File: config.mk
export PLATFORM = sky130hd
export DESIGN_NAME = tff_bank_counter_flat
export DESIGN_NICKNAME = d
export VERILOG_FILES = /design/src/rtl/tff_bank_counter_if.sv /design/src/rtl/tff_bank_counter.sv /design/src/flat_wrapper.sv
export SDC_FILE = /design/constraint.sdc
export NUM_CORES = 1
export LEC_CHECK = 0
export BUFFER_PORTS_ARGS = -buffer_cell sky130_fd_sc_hd__buf_4
export CAP_MARGIN = 20
export CORE_MARGIN = 4
export CORE_UTILIZATION = 44
export CTS_CLUSTER_SIZE = 14
export DETAILED_ROUTE_END_ITERATION = 12
export PLACE_DENSITY = 0.72
export SYNTH_ARGS = -nofsm -noshare
export SYNTH_HDL_FRONTEND = slang
export SYNTH_SLANG_ARGS = --single-unit
File: constraint.sdc
create_clock -name ck -period 1.6 [get_ports ck]
set_input_delay 0.32 -clock ck [delete_from_list [all_inputs] [get_ports ck]]
set_output_delay 0.32 -clock ck [all_outputs]
set_load 0.03 [all_outputs]
File: src/rtl/tff_bank_counter_if.sv
//==============================================================================
// Module   : tff_bank_counter_if
// Brief    : Control/data bundle for tff_bank_counter (mode, enables, load, state).
// Revision : 1.0 - initial release
//==============================================================================
`default_nettype none

interface tff_bank_counter_if #(
    parameter int WIDTH = 4
);
    logic             mode;
    logic [WIDTH-1:0] t;
    logic             up;
    logic             ld;
    logic [WIDTH-1:0] d;
    logic [WIDTH-1:0] q;
    logic             tc;

    modport master (
        output mode, t, up, ld, d,
        input  q, tc
    );

    modport slave (
        input  mode, t, up, ld, d,
        output q, tc
    );
endinterface

`default_nettype wire

File: src/rtl/tff_bank_counter.sv
//==============================================================================
// Module   : tff_bank_counter
// Brief    : WIDTH-bit T flip-flop bank / modulo-MOD up-down counter with a
//            registered terminal-count pulse. Define TFF_BANK_SAT_EN to make
//            the counter saturate at its limits instead of wrapping.
// Revision : 1.0 - initial release
//==============================================================================
`default_nettype none

module tff_bank_counter #(
    parameter int WIDTH   = 4,
    parameter int MOD     = 10,
    parameter int RST_VAL = 0
) (
    input  wire                  ck,
    input  wire                  rs,
    tff_bank_counter_if.slave    bus
);

    localparam logic [WIDTH-1:0]   c_MOD_M1 = WIDTH'(MOD - 1);
    localparam logic [WIDTH:0]     c_MOD_W  = (WIDTH + 1)'(MOD);
    localparam logic [2*WIDTH:0]   c_MOD_X  = (2 * WIDTH + 1)'(MOD);
    localparam logic [WIDTH-1:0]   c_RST    = WIDTH'(RST_VAL);
`ifdef TFF_BANK_SAT_EN
    localparam bit                 c_SAT    = 1'b1;
`else
    localparam bit                 c_SAT    = 1'b0;
`endif

    // Restoring reduction: subtract MOD<<k wherever it fits, MSB stage first,
    // so any WIDTH-bit value lands in 0..MOD-1 after WIDTH compare/subtracts.
    function automatic logic [WIDTH-1:0] f_mod(input logic [WIDTH-1:0] val);
        logic [2*WIDTH:0] r;
        r = (2 * WIDTH + 1)'(val);
        for (int k = WIDTH - 1; k >= 0; k--) begin
            if (r >= (c_MOD_X << k)) begin
                r = r - (c_MOD_X << k);
            end
        end
        return WIDTH'(r);
    endfunction

    logic [WIDTH-1:0] r_q;
    logic             r_tc;
    logic [WIDTH-1:0] w_q_nxt;
    logic             w_tc_nxt;
    logic             w_oor;
    logic             w_at_top;
    logic             w_at_bot;

    // at_top also covers out-of-range values left behind by toggle mode
    assign w_oor    = ({1'b0, r_q} >= c_MOD_W);
    assign w_at_top = (r_q >= c_MOD_M1);
    assign w_at_bot = (r_q == '0);

    always_comb begin
        w_q_nxt  = r_q;
        w_tc_nxt = 1'b0;
        if (bus.ld) begin
            w_q_nxt = bus.mode ? f_mod(bus.d) : bus.d;
        end else if (!bus.mode) begin
            w_q_nxt = r_q ^ bus.t;
        end else if (bus.t[0]) begin
            if (bus.up) begin
                if (w_at_top) begin
                    w_tc_nxt = 1'b1;
                    w_q_nxt  = c_SAT ? c_MOD_M1 : '0;
                end else begin
                    w_q_nxt  = r_q + WIDTH'(1);
                end
            end else begin
                if (w_oor) begin
                    w_tc_nxt = 1'b1;
                    w_q_nxt  = c_MOD_M1;
                end else if (w_at_bot) begin
                    w_tc_nxt = 1'b1;
                    w_q_nxt  = c_SAT ? '0 : c_MOD_M1;
                end else begin
                    w_q_nxt  = r_q - WIDTH'(1);
                end
            end
        end
    end

    always_ff @(posedge ck) begin
        if (rs) begin
            r_q  <= c_RST;
            r_tc <= 1'b0;
        end else begin
            r_q  <= w_q_nxt;
            r_tc <= w_tc_nxt;
        end
    end

    assign bus.q  = r_q;
    assign bus.tc = r_tc;

endmodule

`default_nettype wire

File: src/flat_wrapper.sv
// flat-port wrapper written by rule: the top's interface ports become plain ports
module tff_bank_counter_flat 
#(
    parameter int WIDTH   = 4,
    parameter int MOD     = 10,
    parameter int RST_VAL = 0
)
  (ck, rs, bus_mode, bus_t, bus_up, bus_ld, bus_d, bus_q, bus_tc);
  tff_bank_counter_if #(.WIDTH(WIDTH)) bus_i ();
  input  wire ck;
  input  wire rs;
  input wire logic [$bits(bus_i.mode)-1:0] bus_mode;
  input wire logic [$bits(bus_i.t)-1:0] bus_t;
  input wire logic [$bits(bus_i.up)-1:0] bus_up;
  input wire logic [$bits(bus_i.ld)-1:0] bus_ld;
  input wire logic [$bits(bus_i.d)-1:0] bus_d;
  output wire logic [$bits(bus_i.q)-1:0] bus_q;
  output wire logic [$bits(bus_i.tc)-1:0] bus_tc;
  assign bus_i.mode = bus_mode;
  assign bus_i.t = bus_t;
  assign bus_i.up = bus_up;
  assign bus_i.ld = bus_ld;
  assign bus_i.d = bus_d;
  assign bus_q = bus_i.q;
  assign bus_tc = bus_i.tc;
  tff_bank_counter #(.WIDTH(WIDTH), .MOD(MOD), .RST_VAL(RST_VAL)) u_core (.ck(ck), .rs(rs), .bus(bus_i));
endmodule
* Word level (Yosys, flattened, before mapping)
Cells that the tools add are included.
** Word-level totals
- Register bits :: 5
- Input port bits :: 13
- Output and inout port bits :: 5
- Logic and storage cells :: 27
** Operators by class
- Add/sub/neg operators :: 3
- Magnitude comparators :: 3
- Equality and inequality tests :: 1
- Muxes and demuxes :: 13
- Bitwise operators :: 3
- Reductions and logical operators :: 2
** Operator list (count)
- two-way mux 4 bit :: 9
- >= comparator 4 bit (second input constant) :: 3
- adder 4 x 1 -> 4 bit (second input constant) :: 1
- zero test 4 bit :: 1
- two-way mux 1 bit :: 4
- OR reduction 4 bit :: 1
- subtractor 4 x 1 -> 4 bit (second input constant) :: 1
- subtractor 4 bit (second input constant) :: 1
- XOR 4 bit :: 1
- != test 3 x 1 -> 1 bit (second input constant) :: 1
- NOT 1 bit :: 2

* Logic depth before layout (Yosys ltp)
Gate-level depths: netlist of run 1.
- Depth after elaboration :: 7
- Depth in mapped cells :: 6
- Gate-level depth less buffers :: 6

* Worst setup path after synthesis of run 1
No wires, ideal clock.
- Path kind :: register to register
- Start point :: register u_core.r_q[0] (netlist: u_core.bus.q[0])
- End point :: register u_core.r_q[1] (netlist: u_core.bus.q[1])
- Library setup time :: 0.086 ns
- Arrival time :: 1.778 ns
- Data required time :: 1.514 ns
- Setup slack :: -0.263 ns
- Stages on the path, launching flop included :: 7
- Path buffers :: 0
- Period minus slack after synthesis :: 1.863 ns
- Cell sequence :: dfxtp_1 -> inv_1 -> ha_1 -> o31a_1 -> nor4_1 -> o311ai_1 -> a211oi_1
** On the way
- Word-level cells in the longest chain between the ends :: 7
- Elaborated cells on any way between the ends :: 12
- Classes of those cells :: add/sub (2); order compare (2); mux (7); reduce/logical (1)
** Ends and longest elaborated chain
- from (decl) :: line tff_bank_counter.sv:43 : logic [WIDTH-1:0] r_q;
- from (signal assigned) :: line tff_bank_counter.sv:87 : r_q <= c_RST;
- from (signal assigned) :: line tff_bank_counter.sv:90 : r_q <= w_q_nxt;
- subtractor 4 x 1 -> 4 bit / zero test 4 bit (equally long branches) :: line tff_bank_counter.sv:79, tff_bank_counter.sv:54
- two-way mux 4 bit :: line tff_bank_counter.sv:75 : end else if (w_at_bot) begin
- two-way mux 4 bit :: line tff_bank_counter.sv:72 : if (w_oor) begin
- two-way mux 4 bit * :: line tff_bank_counter.sv:64 : if (bus.up) begin
- two-way mux 4 bit * :: line tff_bank_counter.sv:63 : end else if (bus.t[0]) begin
- two-way mux 4 bit * :: line tff_bank_counter.sv:61 : end else if (!bus.mode) begin
- two-way mux 4 bit * :: line tff_bank_counter.sv:59 : if (bus.ld) begin
Mark *: on every way between the ends. The rest lies on a longest branch, timed or not. The select of a mux whose other input is x is not followed.
A chain may end at the register's enable or synchronous reset.

* Worst setup path after layout of run 1
- Start point :: register u_core.r_q[0] (netlist: u_core.bus.q[0])
- End point :: register u_core.r_q[2] (netlist: u_core.bus.q[2])
Same word-level chain as after synthesis.

==> out/metrics.cfg, run 1 <==
[status]
status=finished with violations
violations=negative setup slack

[yosys]
synth.avg_cell_area_um2=7.60
synthTopCellsByCount=inv_1, ha_1, nor2_1, dfxtp_1, o21ai_0
seq_area_frac_synth=0.165
synth_edf_count=0
synth-simple-area-share=0.286
synth_seq_cells=5
synthAdderAreaFrac=0.123
synth_area_um2=608
synth_top_area_cell=dfxtp_1
synth-xor-area-share=0.0576
yosys_warnings=0
yosysTopAreaCellShare=0.165
ys_async_sr_fraction=0
synth_top_family_by_area=compound AO/OA/AOI/OAI gates
synth_mux_area_frac=0
synth-main-ff-cell=dfxtp_1
synth_area_leaders=dfxtp_1, ha_1, inv_1
synth-compound-area-share=0.294
yosysUniqueCellTypes=39
synth.most_common_cell=inv_1
synth_nets=99
synthCells=80

[critical_path]
cp-end-kind=register
reg2reg_from=u_core.bus.q[0]$_SDFFE_PP0P_
cp_max_fo=5
critPathMaxStageDelay_ns=0.36
cp.required_ns=1.75
critPathArrivalTime_ns=1.78
worstSetupPathType=register to register
ff2ff_path_depth=6
cpMaxStageDelayCell=dfxtp_4
r2r-end=u_core.bus.q[2]$_SDFFE_PP0P_
worstSetupStartpoint=u_core.bus.q[0]$_SDFFE_PP0P_
start_kind=register
reg2reg_slack_ns=-0.03
path_cells=buf_4 > ha_1 > nand2b_1 > a21oi_1 > o221ai_1 > a311oi_1

[floorplanning]
io_pins=18
die_h_um=45.2
initial_core_util=0.467
die_x_um=45.2
rows=13
dieArea_um2=2040
fp.coreArea_um2=1300

[timing]
finalHoldViolations=0
finalClockSkew_ns=0.00506
relSlewSlack=0.735
period_minus_slack_ns=1.63
hold_ws_ns=0.283
rsz0062_at_grt=yes
finalCritPeriodShare=1.02
fmax_mhz=613
setup_viol=4
timing.final.ws_setup_ns=-0.0308
slew_viol_final=0
worst_pin_slew_ns=0.392
finalSetupTns_ns=-0.0465

[drt]
wl_per_cell_um=16.6
routed_wl_mm=2.09
dr.pass1.iters=4
vias_per_cell=6.06
drt_iter0_markers=38
drc=0
ant_nets=0
dr_total_vias=764

[cts]
postCtsSetupBuffers=0
cts_hold_buffers=0
tritoncts=done
cts_buffer_depth=2
numCtsBuffers=3
cts_sinks=5
root_buffer=clkbuf_4
htree_levels=1
clk_latency_ns=0.25
path_clk_slew_ns=0.05

[job]
maxCapViolations=0

[power]
leakage_nw=0.419
max-vdd-ir-drop_mv=0.287
p_total_mw=0.605
p_per_area_nw_per_um2=660

[layout]
syn_to_final_growth_pct=50.8
drive_gt1_frac=0.441
n_antenna_cell=0
stdcell_count=126
finalNetCount=131
seq_area_um2=105
multi_input_area_um2=508
nFillCells=108

[placed_design]
port_buffers=17
dp_hpwl_mm=1.47
gp_congestion=0.837
post-place-cells=122
pre_cts_ws_ns=-0.0680

[min_path]
hold_path_depth=2
min_path_type=primary input to register
hp-start=rs
min_to=u_core.bus.q[0]$_SDFFE_PP0P_

[global_routing]
grt_remaining_overflow=0
grt_pass1_vias=711
grt_antenna_before_repair=0
grt.total_usage=0.212
grt_pass1_wl_mm=3.13
grt_max_degree=12

logic make-up (layout without fill, tap and decap cells):
logic type / after synthesis / count (layout)
buf+inv: 11 / 42
xor+xnor: 4 / 4
simple gates: 29 / 29
fa+ha+maj: 6 / 6
compound gates: 25 / 25
flops: 5 / 5
stage by stage:
stage / util / instance area (um2)
global route: 0.705 / 917
floorplan: - / 613
finish: 0.705 / 917
CTS: 0.682 / 887
detailed placement: 0.650 / 846
global placement: 0.650 / 846
state kept, by name (all words and copies together) (netlist names):
register / flops
u_core.bus.q: 4
u_core.bus.tc: 1
timing repair:
| action | CTS | global route |
|---|---|---|
| setup endpoints to repair | 2 | 5 |
| gates resized for setup | 3 | 10 |
| hold endpoints to repair | 0 | 0 |
| pin swaps | 2 | 3 |
worst max path at each step:
stage,endpoint,slack (ns),cells past startpoint
finish,u_core.bus.q[2]$_SDFFE_PP0P_,-0.03,6
global route,u_core.bus.q[2]$_SDFFE_PP0P_,-0.13,6
CTS,u_core.bus.q[0]$_SDFFE_PP0P_,-0.002,6
detailed placement,u_core.bus.q[1]$_SDFFE_PP0P_,-0.07,7
global placement,u_core.bus.q[1]$_SDFFE_PP0P_,-0.01,7
floorplan,u_core.bus.q[1]$_SDFFE_PP0P_,0.005,6
worst max-delay path: cells and delay by family, from the launching register on:
| family | cells | cell delay, ns |
|---|---|---|
| adder cells (fa/ha/maj) | 1 | 0.20 |
| AO/OA/AOI/OAI | 3 | 0.65 |
| buffers and inverters | 1 | 0.13 |
| flip-flops | 1 | 0.36 |
| AND/OR/NAND/NOR | 1 | 0.18 |
layout make-up:
class / count / share of cell area
inverters: 7 / 0.0286
well taps: 15 / 0.0205
flip-flops and latches: 5 / 0.115
multi-input cells: 64 / 0.554
repair buffers: 31 / 0.254
clock buffers: 4 / 0.0286
where the power goes:
group	leakage [nW]	switching, mW	internal, mW	total, mW
combinational	0.362	0.151	0.143	0.294
sequential	0.0422	0.0181	0.136	0.154
clock	0.0150	0.0627	0.0950	0.158
total	0.419	0.232	0.373	0.605
routing by layer:
metal	part of all wire	routed length (um)	GRT usage	vias up
li1	-	-	-	361
met1	0.42	887	0.264	353
met2	0.46	962	0.336	41
met3	0.084	176	0.0518	9
met4	0.031	64	0.105	0
met5	0	0	0	-
cell usage in the layout (no fill, tap or decap), drive strengths merged, types with 3 or more instances in the layout:
master and instances:
nand2 4, nor2 6, o21ai 6, nor3 3
nand2b 3, xor2 3, o311ai 3, inv 7
clkbuf 4, a21oi 3, buf 31, dfxtp 5
ha 6
(Power assumes the default switching activity.)
==> run 2: changes to the inputs <==
BUFFER_PORTS_ARGS = -buffer_cell sky130_fd_sc_hd__clkbuf_2   (was -buffer_cell sky130_fd_sc_hd__buf_4)
CORE_AREA = 4 4 41 43   (was default)
CORE_MARGIN = default   (was 4)
CORE_UTILIZATION = default   (was 44)
DIE_AREA = 0 0 45 47   (was default)
clock period = 1.95 ns   (was 1.6 ns; I/O delays follow)
==> out/metrics.cfg, run 2 (synthesized netlist as in run 1, its figures left out) <==
[critical_path]
cp_num_buf_inv=1
cp.required_ns=2.10
cpMaxStageDelayCell=dfxtp_1
path_cells=inv_1 > ha_1 > o31a_1 > nor4_2 > o311ai_1 > a211oi_1
critPathArrivalTime_ns=2.03
cp_max_fo=6
cp-end-kind=register
critPathMaxStageDelay_ns=0.41
start_kind=register
cpLargestDelayFamily=compound AO/OA/AOI/OAI gates
worstSetupPathType=register to register

[min_path]
min_path_type=primary input to register

[power]
p_total_mw=0.415
max-vdd-ir-drop_mv=0.261
p_per_area_nw_per_um2=566
leakage_nw=0.340

[floorplanning]
die_x_um=45
io_pins=18
die_h_um=47
initial_core_util=0.467
rows=13
dieArea_um2=2120
fp.coreArea_um2=1300

[cts]
root_buffer=clkbuf_4
cts_resized=0
tritoncts=done
cts_hold_buffers=0
cts_sinks=5
cts_buffer_depth=2
numCtsBuffers=3
postCtsSetupBuffers=0
htree_levels=1
clk_latency_ns=0.24
path_clk_slew_ns=0.05

[layout]
stdcell_count=113
nFillCells=136
drive_gt1_frac=0.265
layout_common_cells=clkbuf_2, inv_1, nor2_1, ha_1
finalNetCount=118
largest_register_ffs=4
syn_to_final_growth_pct=20.6
seq_area_um2=100
layout_commonest_cell=clkbuf_2
multi_input_area_um2=469
n_antenna_cell=0
utilization=0.563

[global_routing]
grt_remaining_overflow=0
grt_antenna_before_repair=0
grt.total_usage=0.172
grt_pass1_vias=635
grt_max_degree=15
grt_pass1_wl_mm=2.75

[drt]
routed_wl_mm=1.72
drt_iter0_markers=35
dr.pass1.iters=4
vias_per_cell=6.19
drc=0
wl_per_cell_um=15.3
dr_total_vias=700
ant_nets=0

[timing]
slew_viol_final=0
relSlewSlack=0.682
finalHoldViolations=0
finalClockSkew_ns=0.00792
worst_pin_slew_ns=0.477
finalSetupTns_ns=0
hold_ws_ns=0.367
setup_viol=0
finalCritPeriodShare=0.968
period_minus_slack_ns=1.89
fmax_mhz=530

[status]
status=finished, final reports clean

[placed_design]
port_buffers=17
dp_hpwl_mm=1.27
post-place-cells=109
gp_congestion=0.834

[job]
maxCapViolations=0

## run 2: changes by cell type in the layout (fill, tap and decap cells not counted), moves of 2 or more
cell      previous run  this run
clkbuf_2             0        17
inv_1                5         7
ha_1                 3         6
o21ai_1              4         1
ha_2                 3         0
inv_2                2         0
o21ai_0              2         5
dfxtp_1              3         5
buf_4               31         1
## run 2: area by class of cell
class                           count  share of cell area
Clock buffer                        4              0.0358
Inverter                            7              0.0358
Multi-Input combinational cell     64               0.640
Sequential cell                     5               0.137
Tap cell                           15              0.0256
Timing Repair Buffer               18               0.126
## run 2: per-stage QoR
step	setup WS, ns	instance area (um2)
after detailed placement	0.0839	701
after global placement	0.101	701
after floorplan	0.0867	608
final	0.0630	733
after global routing	-0.00514	733
after CTS	0.0552	727
## run 2: routing by layer
layer | vias up | track usage | part of all wire
met3 | 2 | 0.0268 | 0.060
met2 | 27 | 0.302 | 0.49
met5 | - | 0 | 0
li1 | 333 | - | -
met4 | 0 | 0.0292 | 0.0046
met1 | 338 | 0.225 | 0.45
## run 2: worst paths after layout
kind | from | endpoint | slack [ns] | depth (start not counted)
setup / recovery | u_core.bus.q[0]$_SDFFE_PP0P_ | u_core.bus.q[1]$_SDFFE_PP0P_ | 0.06 | 6
hold reg to reg | u_core.bus.q[1]$_SDFFE_PP0P_ | u_core.bus.q[1]$_SDFFE_PP0P_ | 0.64 | 2
hold / removal | rs | u_core.bus.q[0]$_SDFFE_PP0P_ | 0.37 | 2
setup reg to reg | u_core.bus.q[0]$_SDFFE_PP0P_ | u_core.bus.q[1]$_SDFFE_PP0P_ | 0.06 | 6
## run 2: report_power, final
group | switching [mW] | internal (mW) | total, mW | leakage, nW
clock network | 0.0436 | 0.0774 | 0.121 | 0.0150
registers | 0.0195 | 0.111 | 0.130 | 0.0414
logic | 0.0962 | 0.0671 | 0.163 | 0.284
==> run 3: changes to the inputs <==
ABC_AREA = 1   (was default)
PLACE_DENSITY = 0.74   (was 0.72)
clock period = 2 ns   (was 1.95 ns; I/O delays follow)
==> out/metrics.cfg, run 3 <==
[timing]
fmax_mhz=685
finalHoldViolations=0
period_minus_slack_ns=1.46
hold_ws_ns=0.332
finalCritPeriodShare=0.730
relSlewSlack=0.746
slew_viol_final=0
finalSetupTns_ns=0
finalClockSkew_ns=0.00153
rsz0062_at_grt=no
setup_viol=0
worst_pin_slew_ns=0.380

[critical_path]
cp_num_buf_inv=1
cpMaxStageDelayCell=dfxtp_1
path_cells=clkbuf_2
critPathMaxStageDelay_ns=0.54
critPathArrivalTime_ns=1.06
reg2reg_slack_ns=0.62
cp_max_fo=8
ff2ff_path_depth=11
cp.required_ns=1.60
cpLargestDelayFamily=flip-flops
worstSetupPathType=register to output pin
cp-end-kind=output pin
start_kind=register
path_depth=1

[layout]
layout_common_cells=nand2_1, clkbuf_2, nand3_1
layout_commonest_cell=nand2_1
seq_area_um2=100
stdcell_count=135
largest_register_ffs=4
utilization=0.583
n_antenna_cell=0
nFillCells=131
finalNetCount=140
syn_to_final_growth_pct=20.0
multi_input_area_um2=460
drive_gt1_frac=0.325

[yosys]
yosys_warnings=0
seq_area_frac_synth=0.158
synth_nets=118
synthCells=99
synth-main-ff-cell=dfxtp_1
synthTopCellsByCount=nand2_1, nand3_1, inv_1, a21oi_1, nor2_1
synth_area_leaders=dfxtp_1, ha_1, nand2_1
yosysTopAreaCellShare=0.158
synth.avg_cell_area_um2=6.38
synth_seq_cells=5
synth_edf_count=0
synth.most_common_cell=nand2_1
yosysUniqueCellTypes=21
synth_area_um2=632
ys_async_sr_fraction=0
synth_top_area_cell=dfxtp_1

[placed_design]
gp_congestion=0.977
dp_hpwl_mm=1.19
port_buffers=17
post-place-cells=131

[global_routing]
grt_pass1_vias=595
grt.total_usage=0.161
grt_max_degree=11
grt_remaining_overflow=0
grt_antenna_before_repair=0
grt_pass1_wl_mm=2.50

[floorplanning]
die_x_um=45
dieArea_um2=2120
fp.coreArea_um2=1300
io_pins=18
rows=13
die_h_um=47
initial_core_util=0.486

[power]
leakage_nw=0.400
pwr-share-seq=0.282
switching_share=0.404
p_comb_frac=0.452
internal-power_mw=0.259
p_switching_mw=0.176
max-vdd-ir-drop_mv=0.177
p_per_area_nw_per_um2=573
p_clk_frac=0.266

[cts]
root_buffer=clkbuf_4
clk_latency_ns=0.24
cts_hold_buffers=0
cts_resized=0
cts_sinks=5
cts_buffer_depth=2
path_clk_slew_ns=0.04
tritoncts=done
numCtsBuffers=3
postCtsSetupBuffers=0
htree_levels=1

[drt]
dr.pass1.iters=4
drc=0
routed_wl_mm=1.46
ant_nets=0
drt_iter0_markers=22
vias_per_cell=5.17
dr_total_vias=698
wl_per_cell_um=10.8

[status]
status=finished, final reports clean

[min_path]
min_path_type=primary input to register
hold_path_depth=2

[job]
maxCapViolations=0

run 3: changes by cell type in the layout (fill, tap and decap cells not counted), sizes merged, moves of 2 or more:
cell,before,now
nand3,2,14
o221ai,2,0
nand2,4,23
inv,7,14
nand4,0,2
nor3,3,0
o311ai,3,0
nand2b,3,0
nor2,6,10
and4b,2,0
a21oi,3,10
run 3: per-layer routing:
| metal | track usage | part of all wire |
|---|---|---|
| met5 | 0 | 0 |
| met4 | 0.0702 | 0.0075 |
| met3 | 0.0268 | 0.056 |
| met2 | 0.229 | 0.47 |
| met1 | 0.236 | 0.47 |
run 3: logic make-up (layout without fill, tap and decap cells):
| logic type | count (synthesis) | count (layout) | synth area share |
|---|---|---|---|
| adder cells (fa/ha/maj) | 6 | 6 | 0.119 |
| AO/OA/AOI/OAI | 18 | 18 | 0.162 |
| XOR/XNOR | 5 | 5 | 0.0693 |
| AND/OR/NAND/NOR | 49 | 49 | 0.378 |
| flip-flops | 5 | 5 | 0.158 |
| buffers and inverters | 16 | 37 | 0.113 |
run 3: final timing paths:
path / startpoint / to
setup / recovery: u_core.bus.q[2]$_SDFFE_PP0P_ / bus_q[2]
hold / removal: rs / u_core.bus.q[0]$_SDFFE_PP0P_
hold reg to reg: u_core.bus.q[0]$_SDFFE_PP0P_ / u_core.bus.q[0]$_SDFFE_PP0P_
setup reg to reg: u_core.bus.q[0]$_SDFFE_PP0P_ / u_core.bus.q[3]$_SDFFE_PP0P_
run 3: power groups by stage:
| stage | Sequential (mW) | Clock, mW | Combinational [mW] |
|---|---|---|---|
| floorplan | 0.139 | 0 | 0.130 |
| global placement | 0.124 | 0 | 0.195 |
| detailed placement | 0.125 | 0 | 0.195 |
| CTS | 0.123 | 0.119 | 0.196 |
| global route | 0.124 | 0.123 | 0.222 |
| finish | 0.122 | 0.116 | 0.196 |
run 3: area by class of cell:
class,instances,area share
inverter,14,0.0693
multi-input combinational,78,0.607
timing repair buffer,19,0.132
tap,15,0.0248
sequential,5,0.132
clock buffer,4,0.0347
run 3: worst register-to-register path, delay by kind of cell (launching register included):
| family | cells | cell delay (ns) |
|---|---|---|
| and+or+nand+nor | 6 | 0.42 |
| AOI/OAI and AO/OA | 1 | 0.13 |
| buffers and inverters | 3 | 0.26 |
| DFF | 1 | 0.30 |
| adders and majority gates | 1 | 0.19 |
run 3: through the flow:
| stage | area (um2) | setup WS [ns] | total power, mW |
|---|---|---|---|
| after global placement | 732 | 0.648 | 0.320 |
| after floorplan | 632 | 0.352 | 0.269 |
| after detailed placement | 732 | 0.631 | 0.319 |
| final | 758 | 0.539 | 0.434 |
| after global routing | 758 | 0.423 | 0.469 |
| after CTS | 758 | 0.520 | 0.438 |
